--- src/rtl/memory_controller.sv ---
// Byte-serial controller for the shared RAM/IO bus: LSB loads/stores and IF fetches.
// LSB requests win over fetches; IO-space writes stall while the IO buffer is full.
module memory_controller #(
  parameter logic [1:0] IO_HI       = 2'b11,
  parameter bit         IF_FLUSH_EN = 1'b1
) (
  input  logic        clk,
  input  logic        rst,
  input  logic        rdy,
  input  logic        lsb_flag,
  input  logic        lsb_r_nw,
  input  logic        load_sign,
  input  logic [1:0]  data_size_to_mc,
  input  logic [31:0] data_addr,
  input  logic [31:0] data_write,
  output logic [31:0] data_read,
  output logic        lsb_enable,
  output logic        data_rdy,
  input  logic        if_flag,
  input  logic [31:0] if_addr,
  input  logic        if_flush,
  output logic [31:0] inst,
  output logic        inst_rdy,
  input  logic [7:0]  mem_din,
  output logic [7:0]  mem_dout,
  output logic [31:0] mem_a,
  output logic        mem_wr,
  input  logic        io_buffer_full
);

  localparam int unsigned AW = 32;
  localparam int unsigned DW = 32;
  localparam int unsigned BW = 8;
  localparam int unsigned KW = 3;

  typedef enum logic [1:0] {S_IDLE, S_LREAD, S_LWRITE, S_IREAD} state_t;

  state_t          r_state, w_state_nxt;
  logic [AW-1:0]   r_addr, w_addr_nxt;
  logic [DW-1:0]   r_wdata, w_wdata_nxt;
  logic [KW-1:0]   r_len, w_len_nxt;
  logic [KW-1:0]   r_k, w_k_nxt;
  logic            r_sign, w_sign_nxt;
  logic [DW-1:0]   r_buf, w_buf_nxt;
  logic [DW-1:0]   r_data_read, w_data_read_nxt;
  logic            r_data_rdy, w_data_rdy_nxt;
  logic [DW-1:0]   r_inst, w_inst_nxt;
  logic            r_inst_rdy, w_inst_rdy_nxt;
  logic [BW-1:0]   r_mem_dout, w_mem_dout_nxt;
  logic [AW-1:0]   r_mem_a, w_mem_a_nxt;
  logic            r_mem_wr, w_mem_wr_nxt;

  logic [KW-1:0]   w_req_len;
  logic [DW-1:0]   w_cap;
  logic [DW-1:0]   w_ext;
  logic [BW-1:0]   w_wbyte;
  logic            w_flush;
  logic            w_io_stall;
  logic            w_io_stall_acc;

  assign w_flush        = IF_FLUSH_EN && if_flush;
  assign w_io_stall     = (r_addr[17:16] == IO_HI) && io_buffer_full;
  assign w_io_stall_acc = (data_addr[17:16] == IO_HI) && io_buffer_full;

  // Request size code to byte count; code 2 behaves as a word.
  always_comb begin
    w_req_len = KW'(4);
    case (data_size_to_mc)
      2'd0:    w_req_len = KW'(1);
      2'd1:    w_req_len = KW'(2);
      default: w_req_len = KW'(4);
    endcase
  end

  // Read buffer with the byte arriving this cycle merged in at position k-1.
  always_comb begin
    w_cap = r_buf;
    case (r_k)
      KW'(1):  w_cap[7:0]   = mem_din;
      KW'(2):  w_cap[15:8]  = mem_din;
      KW'(3):  w_cap[23:16] = mem_din;
      default: w_cap[31:24] = mem_din;
    endcase
  end

  always_comb begin
    w_ext = w_cap;
    case (r_len)
      KW'(1):  w_ext = {{24{r_sign & w_cap[7]}}, w_cap[7:0]};
      KW'(2):  w_ext = {{16{r_sign & w_cap[15]}}, w_cap[15:0]};
      default: w_ext = w_cap;
    endcase
  end

  always_comb begin
    w_wbyte = r_wdata[7:0];
    case (r_k[1:0])
      2'd0:    w_wbyte = r_wdata[7:0];
      2'd1:    w_wbyte = r_wdata[15:8];
      2'd2:    w_wbyte = r_wdata[23:16];
      default: w_wbyte = r_wdata[31:24];
    endcase
  end

  // Next-state and next-output logic.
  always_comb begin
    w_state_nxt     = r_state;
    w_addr_nxt      = r_addr;
    w_wdata_nxt     = r_wdata;
    w_len_nxt       = r_len;
    w_k_nxt         = r_k;
    w_sign_nxt      = r_sign;
    w_buf_nxt       = r_buf;
    w_data_read_nxt = r_data_read;
    w_data_rdy_nxt  = 1'b0;
    w_inst_nxt      = r_inst;
    w_inst_rdy_nxt  = 1'b0;
    w_mem_dout_nxt  = r_mem_dout;
    w_mem_a_nxt     = r_mem_a;
    w_mem_wr_nxt    = 1'b0;
    case (r_state)
      S_IDLE: begin
        if (lsb_flag) begin
          w_addr_nxt  = data_addr;
          w_wdata_nxt = data_write;
          w_len_nxt   = w_req_len;
          w_sign_nxt  = load_sign;
          if (lsb_r_nw) begin
            w_state_nxt = S_LREAD;
            w_mem_a_nxt = data_addr;
            w_k_nxt     = KW'(1);
          end else begin
            w_state_nxt = S_LWRITE;
            if (w_io_stall_acc) begin
              w_k_nxt = KW'(0);
            end else begin
              w_mem_a_nxt    = data_addr;
              w_mem_dout_nxt = data_write[7:0];
              w_mem_wr_nxt   = 1'b1;
              w_k_nxt        = KW'(1);
            end
          end
        end else if (if_flag && !w_flush) begin
          w_state_nxt = S_IREAD;
          w_addr_nxt  = if_addr;
          w_len_nxt   = KW'(4);
          w_sign_nxt  = 1'b0;
          w_mem_a_nxt = if_addr;
          w_k_nxt     = KW'(1);
        end
      end
      S_LREAD, S_IREAD: begin
        if (r_state == S_IREAD && w_flush) begin
          w_state_nxt = S_IDLE;
        end else begin
          w_buf_nxt = w_cap;
          if (r_k == r_len) begin
            w_state_nxt = S_IDLE;
            if (r_state == S_LREAD) begin
              w_data_read_nxt = w_ext;
              w_data_rdy_nxt  = 1'b1;
            end else begin
              w_inst_nxt     = w_cap;
              w_inst_rdy_nxt = 1'b1;
            end
          end else begin
            w_mem_a_nxt = r_addr + AW'(r_k);
            w_k_nxt     = r_k + KW'(1);
          end
        end
      end
      S_LWRITE: begin
        if (r_k == r_len) begin
          w_state_nxt    = S_IDLE;
          w_data_rdy_nxt = 1'b1;
        end else if (!w_io_stall) begin
          w_mem_a_nxt    = r_addr + AW'(r_k);
          w_mem_dout_nxt = w_wbyte;
          w_mem_wr_nxt   = 1'b1;
          w_k_nxt        = r_k + KW'(1);
        end
      end
      default: w_state_nxt = S_IDLE;
    endcase
  end

  // State and output registers; rdy low freezes everything.
  always_ff @(posedge clk) begin
    if (rst) begin
      r_state     <= S_IDLE;
      r_addr      <= '0;
      r_wdata     <= '0;
      r_len       <= '0;
      r_k         <= '0;
      r_sign      <= 1'b0;
      r_buf       <= '0;
      r_data_read <= '0;
      r_data_rdy  <= 1'b0;
      r_inst      <= '0;
      r_inst_rdy  <= 1'b0;
      r_mem_dout  <= '0;
      r_mem_a     <= '0;
      r_mem_wr    <= 1'b0;
    end else if (rdy) begin
      r_state     <= w_state_nxt;
      r_addr      <= w_addr_nxt;
      r_wdata     <= w_wdata_nxt;
      r_len       <= w_len_nxt;
      r_k         <= w_k_nxt;
      r_sign      <= w_sign_nxt;
      r_buf       <= w_buf_nxt;
      r_data_read <= w_data_read_nxt;
      r_data_rdy  <= w_data_rdy_nxt;
      r_inst      <= w_inst_nxt;
      r_inst_rdy  <= w_inst_rdy_nxt;
      r_mem_dout  <= w_mem_dout_nxt;
      r_mem_a     <= w_mem_a_nxt;
      r_mem_wr    <= w_mem_wr_nxt;
    end
  end

  assign lsb_enable = (r_state == S_IDLE);
  assign data_read  = r_data_read;
  assign data_rdy   = r_data_rdy;
  assign inst       = r_inst;
  assign inst_rdy   = r_inst_rdy;
  assign mem_dout   = r_mem_dout;
  assign mem_a      = r_mem_a;
  assign mem_wr     = r_mem_wr;

endmodule

--- config.mk ---
export PLATFORM = sky130hd
export DESIGN_NAME = memory_controller
export DESIGN_NICKNAME = d
export VERILOG_FILES = /design/src/rtl/memory_controller.sv
export SDC_FILE = /design/constraint.sdc
export NUM_CORES = 1
export LEC_CHECK = 0
export ABC_CLOCK_PERIOD_IN_PS = 3200
export CAP_MARGIN = 0
export CORE_MARGIN = 2
export CORE_UTILIZATION = 51
export CTS_CLUSTER_SIZE = 28
export DETAILED_ROUTE_END_ITERATION = 6
export GPL_ROUTABILITY_DRIVEN = 0
export PLACE_DENSITY = 0.91
export RECOVER_POWER = 100
export SLEW_MARGIN = 20
export SYNTH_ARGS = -nofsm -noshare
export SYNTH_HDL_FRONTEND = slang
export SYNTH_SLANG_ARGS = --single-unit
--- constraint.sdc ---
create_clock -name clk -period 3.2 [get_ports clk]
set_input_delay 0.64 -clock clk [delete_from_list [all_inputs] [get_ports clk]]
set_output_delay 0.64 -clock clk [all_outputs]
set_load 0.01 [all_outputs]
## Word-level counts from Yosys, hierarchy flattened

Index checks and enable logic that the tools add are counted.

| operators by class | value |
|---|---|
| mux-type cells | 57 |
| reductions and logical operators | 21 |
| $add $sub $neg | 2 |
| bitwise operators | 4 |
| equal/unequal tests | 23 |

Operator list:

| cell | count |
|---|---|
| 2-to-1 mux 32 bit | 9 |
| case mux 32 bit (3 select lines) | 1 |
| 2-to-1 mux 8 bit | 9 |
| case mux 32 bit (2 select lines) | 1 |
| adder 32 x 3 -> 32 bit | 1 |
| 2-to-1 mux 3 bit | 8 |
| case mux 8 bit (3 select lines) | 1 |
| 2-to-1 mux 1 bit | 17 |
| case mux 8 bit (2 select lines) | 1 |
| != test 2 bit, second input constant | 7 |
| AND reduction 7 bit | 2 |
| == test 2 bit, second input constant | 5 |
| 2-to-1 mux 2 bit | 5 |
| AND reduction 5 bit | 2 |
| == test 3 x 2 -> 1 bit, second input constant | 3 |
| case mux 3 bit (3 select lines) | 1 |
| AND reduction 3 bit | 3 |
| == test 2 x 1 -> 1 bit, second input constant | 3 |
| == test 3 x 1 -> 1 bit, second input constant | 2 |
| zero test 2 bit | 3 |
| case mux 2 bit (3 select lines) | 1 |
| case mux 3 bit (2 select lines) | 1 |
| AND reduction 6 bit | 1 |
| logical AND 1 bit | 4 |
| other kinds (12) | 16 |

| storage, ports and cells | value |
|---|---|
| logic and storage cells | 121 |
| bits in registers | 212 |
| input port bits | 115 |

## Logic depth before layout (Yosys ltp)

| logic depth | value |
|---|---|
| depth after elaboration | 6 |
| gate-level depth with buffers | 11 |

## Least setup slack after synthesis

Ideal clock, no wire load.

| timing | value |
|---|---|
| kind | register -> register |
| from | reg r_k[1] |
| to | reg r_data_read[22] (netlist: data_read[22]) |
| stages on the path, launching flop included | 12 |
| library setup time | 0.145 ns |
| data arrival time | 2.285 ns |
| buffers on the path | 4 |
| slack | 0.770 ns |
| path through | dfxtp_1 inv_1 ha_1 buf_2 nor2b_1 buf_2 mux2i_1 o2111a_1 buf_6 a21boi_4 buf_6 a211oi_2 |

| between the ends | value |
|---|---|
| word-level cells in the longest chain between the ends | 4 |

Ends and longest elaborated chain:

| item | RTL line | RTL |
|---|---|---|
| start, declared | 42 | `logic [KW-1:0] r_k, w_k_nxt;` |
| start signal, assigned | 209 | `r_k <= w_k_nxt;` |
| == test 3 x 2 -> 1 bit / == test 3 x 1 -> 1 bit (equally long branches) | 78 | `case (r_k)` |
| 2-to-1 mux 8 bit | 78 |  |
| bitwise AND 1 bit, on equally long branches | 90, 89 |  |
| case mux 32 bit (2 select lines) | 88 | `case (r_len)` |
| end signal, assigned | 212 | `r_data_read <= w_data_read_nxt;` |
| end, declared | 45 | `logic [DW-1:0] r_data_read, w_data_read_nxt;` |

Parallel ways exist; a longest one is shown, timed or not.
A chain may end at the register's enable or synchronous reset.

## Worst setup path after layout

| timing | value |
|---|---|
| from | reg r_state[0] |
| to | out lsb_enable |

| between the ends | value |
|---|---|
| word-level cells in the longest chain between the ends | 1 |

Ends and longest elaborated chain:

| item | RTL line | RTL |
|---|---|---|
| start, declared | 38 | `state_t r_state, w_state_nxt;` |
| start signal, assigned | 205 | `r_state <= w_state_nxt;` |
| zero test 2 bit | 222 | `assign lsb_enable = (r_state == S_IDLE);` |
| end, declared | 17 | `output logic lsb_enable,` |

Every way passes these cells.

==> qor.yml <==
sta:
  timing.hold.ws_ps: 454
  setup_viol: 0
  finalHoldViolCount: 0
  grt_setup_unrepaired: "false"
  tightest_slew_ps: 1270
  timing.final.max_slew_violations: 0
  timing.final.crit_period_ps: 3060
  period_share_pct: 95.7
  slew_headroom_pct: 15.6
  finClkSkew_ps: 15.4
  fmax_mhz: 327
  setup-tns-final_ps: 0
cells_and_area:
  multi_input_area_um2: 5070
  fin_util_pct: 68.0
  area_growth_pct: 30.2
  fillers: 1474
  nNetsFinal: 1436
  seqCellArea_um2: 4240
  drive_gt1_share_pct: 5.06
route:
  vias: 9320
  viasPerCell: 5.98
  drc: 0
  routed_wl_um: 28300
  wl_per_cell_um: 18.2
  first_pass_iters: 6
  ant_nets: 0
  initialDrtViolationCount: 754
worst_setup_path:
  crit_path_max_fanout: 26
  critPathMaxStageDelay_ps: 650
  critPathSlowestCell: "dlygate4sd3_1"
  cp.required_ps: 2560
  critPathLaunchType: "register"
  cp_cell_sequence: "or2_0, buf_4, clkinv_1, dlygate4sd3_1"
  worstSetupPathType: "reg2out"
  endpoint_kind: "primary output"
  cp_data_arrival_time_ps: 2420
min_path:
  hp-class: "reg2reg"
placement:
  port_buffers: 222
  hpwl_um: 19700
floorplan:
  io_pins: 223
  fp-row-count: 50
  dieArea_um2: 20300
  fp.dieH_um: 143
  start_util_pct: 52.2
  die_x_um: 143
  core_area_um2: 18800
run_status:
  status: "finished, final reports clean"
synthesis:
  synth_edf_count: 0
  synth_fp_nets: 1258
  synth-warning-count: 0
  ys_ff_latch: 212
  yosysUniqueCellTypes: 66
  synth_cells: 1133
  synth.cell_area_um2: 9800
  synthArstFlopShare_pct: 0
  yosysSeqAreaShare_pct: 43.3
  synth.avg_cell_area_um2: 8.65
  synth_ff_type: "dfxtp_1"
clock_tree:
  cts_buffers: 22
  clock_path_buffers: 3
  cts_sinks: 212
  clock_latency_ps: 500
  ctsHoldBuffers: 0
  ctsResizeCount: 0
  cts_setup_buffers: 0
  tritoncts: "built"
  clk_pin_slew_ps: 60
  cts-root-buf: "clkbuf_16"
  cts_htree_levels: 1
global_route:
  grt_pass1_vias: 8990
  grt_max_degree: 90
  grt_pass1_wl_um: 45300
  track_usage_pct: 27.4
  grt_overflow_total: 0
  antenna_found_initial: 0
pwr:
  ir_drop_v: 0.000405
  p_leak_nw: 4.77
  power_density_nw_per_um2: 513
job:
  maxCapViolCount: 0
## registers in the layout (all words and copies together) (netlist names)
register	cells
data_read	32
r_state	2
inst_rdy	1
r_k	3
r_sign	1
mem_a	32
r_addr	32
mem_dout	8
r_buf	32
r_len	3
mem_wr	1
data_rdy	1
inst	32
r_wdata	32
## synthesized netlist by cell type, drive strengths merged, types with 6 or more instances
cell type	number	area share, %
a211oi	133	11
a21oi	67	3.4
a222oi	8	0.82
and3	6	0.38
buf	28	1.4
clkbuf	66	2.5
dfxtp	212	43
ha	9	1.1
inv	14	0.54
mux2i	79	8.1
nand2	109	4.2
nand2b	35	2.2
nand3	31	1.6
nand4	7	0.51
nor2	156	6.0
nor3	28	1.6
o2111ai	6	0.54
o21ai	21	1.1
o32ai	10	0.89
or3	8	0.51
xnor2	9	0.80
xor2	9	0.80
## layout by cell type, fill, tap and decap left out, drive strengths merged, types with 6 or more instances in the layout
cell type	synthesis	layout
a222oi	8	8
o21ai	21	21
nor2	156	156
a211oi	133	133
a21oi	67	67
or3	8	8
o2111ai	6	6
buf	28	17
clkbuf	66	45
ha	9	9
nand2b	35	35
nand3	31	31
clkdlybuf4s50	0	111
nand4	7	7
nand2	109	109
dlygate4sd3	0	109
o32ai	10	10
and3	6	6
dfxtp	212	212
xor2	9	9
nor3	28	28
inv	14	14
mux2i	79	79
xnor2	9	9
## where the power goes
group | switching, W | internal, W | total [W]
logic | 0.000609 | 0.000510 | 0.00112
clock network | 0.00100 | 0.00148 | 0.00249
registers | 0.000132 | 0.00281 | 0.00294
total | 0.00175 | 0.00480 | 0.00654
## worst paths after layout
check / start / end / slack (ps) / cells past startpoint
max: r_state[0] / lsb_enable / 140 / 4
min: data_rdy / data_rdy / 450 / 2
max reg2reg: r_k[2] / mem_a[0] / 250 / 7
min reg2reg: data_rdy / data_rdy / 450 / 2
## routing by layer
metal / wire length [µm] / GRT usage, % / share of wire, % / vias to the layer above
met3: 2140 / 4.76 / 7.6 / 80
met2: 13400 / 45.7 / 47 / 438
met4: 1230 / 10.8 / 4.3 / 0
li1: - / - / - / 4463
met1: 11500 / 35.5 / 41 / 4339
met5: 0 / 0 / 0 / -
## layout make-up
cell class,instances,share of cell area (%)
antenna,1,0.0196
inverter,16,0.471
multi-input combinational,811,39.8
clock buffer,34,5.15
tap,234,2.29
sequential,212,33.3
clock inverter,3,0.314
timing repair buffer,248,18.7
## metrics by stage
| step | cells | total power [W] | setup WS, ps | cell area (µm²) |
|---|---|---|---|---|
| 2_1_floorplan | 1133 | 0.00362 | 770 | 9800 |
| 3_3_place_gp | 1521 | 0.00411 | 249 | 12200 |
| 3_5_place_dp | 1521 | 0.00415 | 156 | 12200 |
| 4_1_cts | 1558 | 0.00663 | 346 | 12900 |
| 5_1_grt | 1558 | 0.00680 | 70.5 | 12800 |
| 6_report | 1559 | 0.00654 | 139 | 12800 |
## logic make-up (layout without fill, tap and decap cells)
logic type / Yosys count / count (layout) / share of synthesized area (%)
other: 0 / 1 / 0
buffers and inverters: 110 / 301 / 4.54
xor gates and xnor gates: 18 / 18 / 1.61
adders and majority gates: 10 / 10 / 1.35
muxes: 80 / 80 / 8.18
AOI/OAI and AO/OA: 290 / 290 / 21.5
DFF: 212 / 212 / 43.3
and+or+nand+nor: 413 / 413 / 19.5
## worst max-delay path: cells and delay by family (launching register included)
kind	cells	cell delay, ps
buf+inv	3	1230
flops	1	330
simple gates	1	340
No activity file was read; power rests on OpenSTA's default activity.
